**src/rtl/aes_inv_sub_bytes_engine.sv**
```systemverilog
// Iterative AES InvSubBytes engine: BYTES_PER_CYCLE inverse S-box lanes, valid/ready on both sides.
// Optional macro AES_INV_SHIFTROWS_EN fuses InvShiftRows into the result load.
module aes_inv_sub_bytes_engine #(
    parameter int BYTES_PER_CYCLE = 4
) (
    input  logic         clk,
    input  logic         rst_n,
    input  logic         in_valid,
    output logic         in_ready,
    input  logic [127:0] in_state,
    output logic         out_valid,
    input  logic         out_ready,
    output logic [127:0] out_state,
    output logic         busy
);
    localparam int         LANE_W   = 8 * BYTES_PER_CYCLE;
    localparam logic [4:0] IDX_STEP = 5'(BYTES_PER_CYCLE);
    localparam logic [4:0] IDX_LAST = 5'(16 - BYTES_PER_CYCLE);

    if (BYTES_PER_CYCLE != 1 && BYTES_PER_CYCLE != 2 && BYTES_PER_CYCLE != 4 &&
        BYTES_PER_CYCLE != 8 && BYTES_PER_CYCLE != 16) begin : g_bad_bpc
        $error("BYTES_PER_CYCLE must be 1, 2, 4, 8 or 16");
    end

    localparam logic [0:255][7:0] INV_SBOX = {
        8'h52, 8'h09, 8'h6a, 8'hd5, 8'h30, 8'h36, 8'ha5, 8'h38, 8'hbf, 8'h40, 8'ha3, 8'h9e, 8'h81, 8'hf3, 8'hd7, 8'hfb,
        8'h7c, 8'he3, 8'h39, 8'h82, 8'h9b, 8'h2f, 8'hff, 8'h87, 8'h34, 8'h8e, 8'h43, 8'h44, 8'hc4, 8'hde, 8'he9, 8'hcb,
        8'h54, 8'h7b, 8'h94, 8'h32, 8'ha6, 8'hc2, 8'h23, 8'h3d, 8'hee, 8'h4c, 8'h95, 8'h0b, 8'h42, 8'hfa, 8'hc3, 8'h4e,
        8'h08, 8'h2e, 8'ha1, 8'h66, 8'h28, 8'hd9, 8'h24, 8'hb2, 8'h76, 8'h5b, 8'ha2, 8'h49, 8'h6d, 8'h8b, 8'hd1, 8'h25,
        8'h72, 8'hf8, 8'hf6, 8'h64, 8'h86, 8'h68, 8'h98, 8'h16, 8'hd4, 8'ha4, 8'h5c, 8'hcc, 8'h5d, 8'h65, 8'hb6, 8'h92,
        8'h6c, 8'h70, 8'h48, 8'h50, 8'hfd, 8'hed, 8'hb9, 8'hda, 8'h5e, 8'h15, 8'h46, 8'h57, 8'ha7, 8'h8d, 8'h9d, 8'h84,
        8'h90, 8'hd8, 8'hab, 8'h00, 8'h8c, 8'hbc, 8'hd3, 8'h0a, 8'hf7, 8'he4, 8'h58, 8'h05, 8'hb8, 8'hb3, 8'h45, 8'h06,
        8'hd0, 8'h2c, 8'h1e, 8'h8f, 8'hca, 8'h3f, 8'h0f, 8'h02, 8'hc1, 8'haf, 8'hbd, 8'h03, 8'h01, 8'h13, 8'h8a, 8'h6b,
        8'h3a, 8'h91, 8'h11, 8'h41, 8'h4f, 8'h67, 8'hdc, 8'hea, 8'h97, 8'hf2, 8'hcf, 8'hce, 8'hf0, 8'hb4, 8'he6, 8'h73,
        8'h96, 8'hac, 8'h74, 8'h22, 8'he7, 8'had, 8'h35, 8'h85, 8'he2, 8'hf9, 8'h37, 8'he8, 8'h1c, 8'h75, 8'hdf, 8'h6e,
        8'h47, 8'hf1, 8'h1a, 8'h71, 8'h1d, 8'h29, 8'hc5, 8'h89, 8'h6f, 8'hb7, 8'h62, 8'h0e, 8'haa, 8'h18, 8'hbe, 8'h1b,
        8'hfc, 8'h56, 8'h3e, 8'h4b, 8'hc6, 8'hd2, 8'h79, 8'h20, 8'h9a, 8'hdb, 8'hc0, 8'hfe, 8'h78, 8'hcd, 8'h5a, 8'hf4,
        8'h1f, 8'hdd, 8'ha8, 8'h33, 8'h88, 8'h07, 8'hc7, 8'h31, 8'hb1, 8'h12, 8'h10, 8'h59, 8'h27, 8'h80, 8'hec, 8'h5f,
        8'h60, 8'h51, 8'h7f, 8'ha9, 8'h19, 8'hb5, 8'h4a, 8'h0d, 8'h2d, 8'he5, 8'h7a, 8'h9f, 8'h93, 8'hc9, 8'h9c, 8'hef,
        8'ha0, 8'he0, 8'h3b, 8'h4d, 8'hae, 8'h2a, 8'hf5, 8'hb0, 8'hc8, 8'heb, 8'hbb, 8'h3c, 8'h83, 8'h53, 8'h99, 8'h61,
        8'h17, 8'h2b, 8'h04, 8'h7e, 8'hba, 8'h77, 8'hd6, 8'h26, 8'he1, 8'h69, 8'h14, 8'h63, 8'h55, 8'h21, 8'h0c, 8'h7d
    };

    typedef enum logic [1:0] {IDLE, RUN, DONE} state_t;

    state_t         state;
    state_t         next_state;
    logic [4:0]     idx;
    logic [127:0]   work;
    logic [127:0]   next_work;
    logic [127:0]   final_state;
    logic [LANE_W-1:0] lane_out;

    // Lanes always read the top bytes; the register rotates left each step so that
    // after N steps every byte is substituted and back in its original position.
    always_comb begin
        lane_out = '0;
        for (int j = 0; j < BYTES_PER_CYCLE; j++) begin
            lane_out[LANE_W-1-8*j -: 8] = INV_SBOX[work[127-8*j -: 8]];
        end
    end

    if (BYTES_PER_CYCLE == 16) begin : g_full
        assign next_work = lane_out;
    end else begin : g_part
        assign next_work = {work[127-LANE_W:0], lane_out};
    end

`ifdef AES_INV_SHIFTROWS_EN
    // Row r is rotated right by r columns: out[r][c] = sub[r][(c-r) mod 4].
    always_comb begin
        final_state = '0;
        for (int r = 0; r < 4; r++) begin
            for (int c = 0; c < 4; c++) begin
                final_state[127-8*(r+4*c) -: 8] = next_work[127-8*(r+4*((c-r+4)%4)) -: 8];
            end
        end
    end
`else
    assign final_state = next_work;
`endif

    always_ff @(posedge clk or negedge rst_n) begin
        if (!rst_n) begin
            state <= IDLE;
        end else begin
            state <= next_state;
        end
    end

    always_comb begin
        next_state = state;
        case (state)
            IDLE:    if (in_valid)        next_state = RUN;
            RUN:     if (idx == IDX_LAST) next_state = DONE;
            DONE:    if (out_ready)       next_state = IDLE;
            default:                      next_state = IDLE;
        endcase
    end

    always_ff @(posedge clk or negedge rst_n) begin
        if (!rst_n) begin
            work      <= '0;
            idx       <= '0;
            out_state <= '0;
        end else begin
            case (state)
                IDLE: begin
                    if (in_valid) begin
                        work <= in_state;
                        idx  <= '0;
                    end
                end
                RUN: begin
                    work <= next_work;
                    idx  <= idx + IDX_STEP;
                    if (idx == IDX_LAST) begin
                        out_state <= final_state;
                    end
                end
                default: ;
            endcase
        end
    end

    assign in_ready  = (state == IDLE);
    assign out_valid = (state == DONE);
    assign busy      = (state != IDLE);

endmodule
```
**config.mk**
```make
export PLATFORM = sky130hd
export DESIGN_NAME = aes_inv_sub_bytes_engine
export DESIGN_NICKNAME = d
export VERILOG_FILES = /design/src/rtl/aes_inv_sub_bytes_engine.sv
export SDC_FILE = /design/constraint.sdc
export NUM_CORES = 1
export LEC_CHECK = 0
export ABC_AREA = 1
export BUFFER_PORTS_ARGS = -buffer_cell sky130_fd_sc_hd__buf_4
export CAP_MARGIN = 5
export CELL_PAD_IN_SITES_DETAIL_PLACEMENT = 0
export CELL_PAD_IN_SITES_GLOBAL_PLACEMENT = 1
export CORE_MARGIN = 8
export CORE_UTILIZATION = 42
export DETAILED_ROUTE_END_ITERATION = 10
export PLACE_DENSITY_LB_ADDON = 0.25
export SLEW_MARGIN = 20
export SYNTH_ARGS = -nofsm -noshare
export SYNTH_HDL_FRONTEND = slang
export SYNTH_SLANG_ARGS = --single-unit
```
**constraint.sdc**
```tcl
create_clock -name clk -period 2.8 [get_ports clk]
set_input_delay 0.14 -clock clk [delete_from_list [all_inputs] [get_ports clk]]
set_output_delay 0.14 -clock clk [all_outputs]
set_load 0.005 [all_outputs]
```
==> run_results.csv <==
group,metric,value,unit
cells_and_area,post-route-util,52.0,%
cells_and_area,fin_nets,4303,
clock_network,numCtsBuffers,30,
yosys,synth_cell_type_count,36,
yosys,synth_flop_cell,"dfrtp_1",
critical_path,crit_path_end_kind,"flip-flop",
clock_network,root_buffer,"clkbuf_16",
routing,wl_per_cell,23.6,µm
cells_and_area,drive_gt1_share,12.4,%
yosys,synth_top_area_share,28.5,%
floorplan,dieHeight,250,µm
routing,vias_per_cell,5.98,
floorplan,die_area,62300,µm²
clock_network,path_clk_slew,60,ps
critical_path,crit_fanout,9,
yosys,syn_inst,3811,
yosys,ys_ff_latch,261,
min_path,hp-class,"in -> reg",
clock_network,cts_tree,"yes",
sta,finalHoldViolCount,0,
job,max-cap-violations,0,
floorplan,die_w,250,µm
critical_path,cp-endpoint,"work[3]",
critical_path,reg2reg_slack,250,ps
critical_path,r2r-end,"work[3]",
critical_path,crit_path_start_kind,"flip-flop",
critical_path,rr_worst_depth,13,
sta,maxSlewHeadroom,42.3,%
clock_network,clock-sinks,261,
clock_network,cts_buffer_depth,3,
routing,wl,113000,µm
critical_path,r2r-start,"work[96]",
yosys,synthTopCellsByArea,"dfrtp_1, nand3_1, nand2_1",
global_route,grt_pass1_wl,173000,µm
yosys,seq_area_frac_synth,28.5,%
yosys,synth_top_area_cell,"dfrtp_1",
clock_network,clk_latency,600,ps
placed_design,gp_congestion,1.05,
placed_design,post-dp-hpwl,81100,µm
floorplan,rows,85,
critical_path,setup.worst_path.start,"work[96]",
routing,vias,28800,
yosys,synthArstFlopShare,100,%
floorplan,io_pins,263,
sta,fin_setup_tns,0,ps
clock_network,htree_levels,1,
placed_design,port-buffer-count,262,
routing,ant_nets,0,
critical_path,cp.arrival,3010,ps
cells_and_area,final_cell_mix,"nand2_1, nand3_1, buf_4",
yosys,synth_edf_count,0,
sta,grt_setup_unrepaired,"false",
sta,fmax,0.392,GHz
yosys,synth_area,22900,µm²
routing,drc,0,
sta,post-route-min-period,2550,ps
floorplan,initial_utilization,42.5,%
critical_path,crit_type,"reg -> reg",
sta,drv_slew,0,
yosys,syn-num-nets,4025,
global_route,grt_max_degree,106,
sta,tightest_slew,866,ps
cells_and_area,layout_commonest_cell,"nand2_1",
sta,fin_skew,35.3,ps
floorplan,core_area,53900,µm²
critical_path,worst-endpoint-required,3260,ps
sta,period_share,91.1,%
global_route,antenna_found_initial,3,
routing,drt_iter0_drc,4073,
routing,drtPass1Iterations,6,
status,outcome,"finished clean",
min_path,hold_start,"in_state[89]",
cells_and_area,nFillCells,5639,
global_route,grt_pass1_vias,27700,
global_route,overflow,0,
yosys,syn_avg_cell_area,6.01,µm²
sta,finalSetupViolCount,0,
cells_and_area,area_growth,22.4,%
yosys,yosys_warnings,0,
global_route,track_usage,35.0,%
sta,whs,57.5,ps
[how the worst min path moves through the flow]
| stage | end | cells past startpoint |
|---|---|---|
| final | work[89] | 3 |
| after floorplan | idx[2] | 0 |
| after global routing | work[89] | 3 |
| after CTS | work[89] | 3 |
| after detailed placement | work[110] | 1 |
| after global placement | work[110] | 1 |
[per-layer routing]
| metal | GRT usage [%] | vias to the layer above | part of all wire, % |
|---|---|---|---|
| li1 | - | 13200 | - |
| met1 | 47.7 | 13400 | 42 |
| met2 | 52.6 | 1864 | 43 |
| met3 | 6.99 | 381 | 10 |
| met4 | 16.5 | 0 | 5.5 |
| met5 | 0 | - | 0 |
[registers in the layout, summed over array words and instances, names as in the netlist]
register	count
state	2
idx	3
out_state	128
work	128
[cells in the mapped netlist (13+ instances only)]
cell type / count
nand2_1: 1240
nand3_1: 934
o21ai_0: 275
nor2_1: 273
dfrtp_1: 261
inv_1: 186
a21oi_1: 144
buf_2: 108
clkbuf_1: 108
ha_1: 82
o22ai_1: 33
buf_1: 24
buf_4: 24
nand2_2: 23
nand4_1: 15
o21ai_1: 14
buf_6: 13
[area by class of cell]
cell class | count | area [µm²] | share of cell area [%]
Clock inverter | 11 | 101 | 0.361
Timing Repair Buffer | 523 | 4580 | 16.3
Sequential cell | 261 | 6540 | 23.3
Tap cell | 696 | 871 | 3.10
Antenna cell | 2 | 5.00 | 0.0178
Inverter | 201 | 762 | 2.72
Clock buffer | 45 | 897 | 3.20
Multi-Input combinational cell | 3072 | 14300 | 50.9
[cells by family (layout without fill, tap and decap cells)]
| group | after synthesis | count (layout) | synth area share, % |
|---|---|---|---|
| buf+inv | 478 | 780 | 9.26 |
| fa+ha+maj | 82 | 82 | 4.48 |
| simple gates | 2509 | 2509 | 46.9 |
| compound gates | 481 | 481 | 10.9 |
| other cells | 0 | 2 | 0 |
| flops | 261 | 261 | 28.5 |
[worst max-delay path: stages, from the launching register on]
cell,delay [ps]
dfrtp_1,340
inv_1,70
buf_4,180
ha_1,310
inv_1,270
nand2_2,230
o21ai_0,390
nor2_1,90
nand2_1,110
nand3_1,110
nand3_1,140
nand3_1,90
nand2_1,80
nand2_1,40
[through the flow]
step	std cells	cell area (µm²)	worst slack, ps
2_1_floorplan	3811	22900	636
6_report	4811	28000	249
4_1_cts	4809	28000	194
3_5_place_dp	4624	25700	209
5_1_grt	4811	28000	67.8
3_3_place_gp	4624	25700	186
[timing repair]
action / CTS / global route
buffers inserted: 0 / 0
setup endpoints to repair: 0 / 3
gates resized for setup: 0 / 2
hold endpoints to repair: 344 / 0
hold buffers: 129 / 0
Power is left out: the tool's default activity adds up to more than one toggle a clock period on the data nets, which glitch-free logic cannot reach.
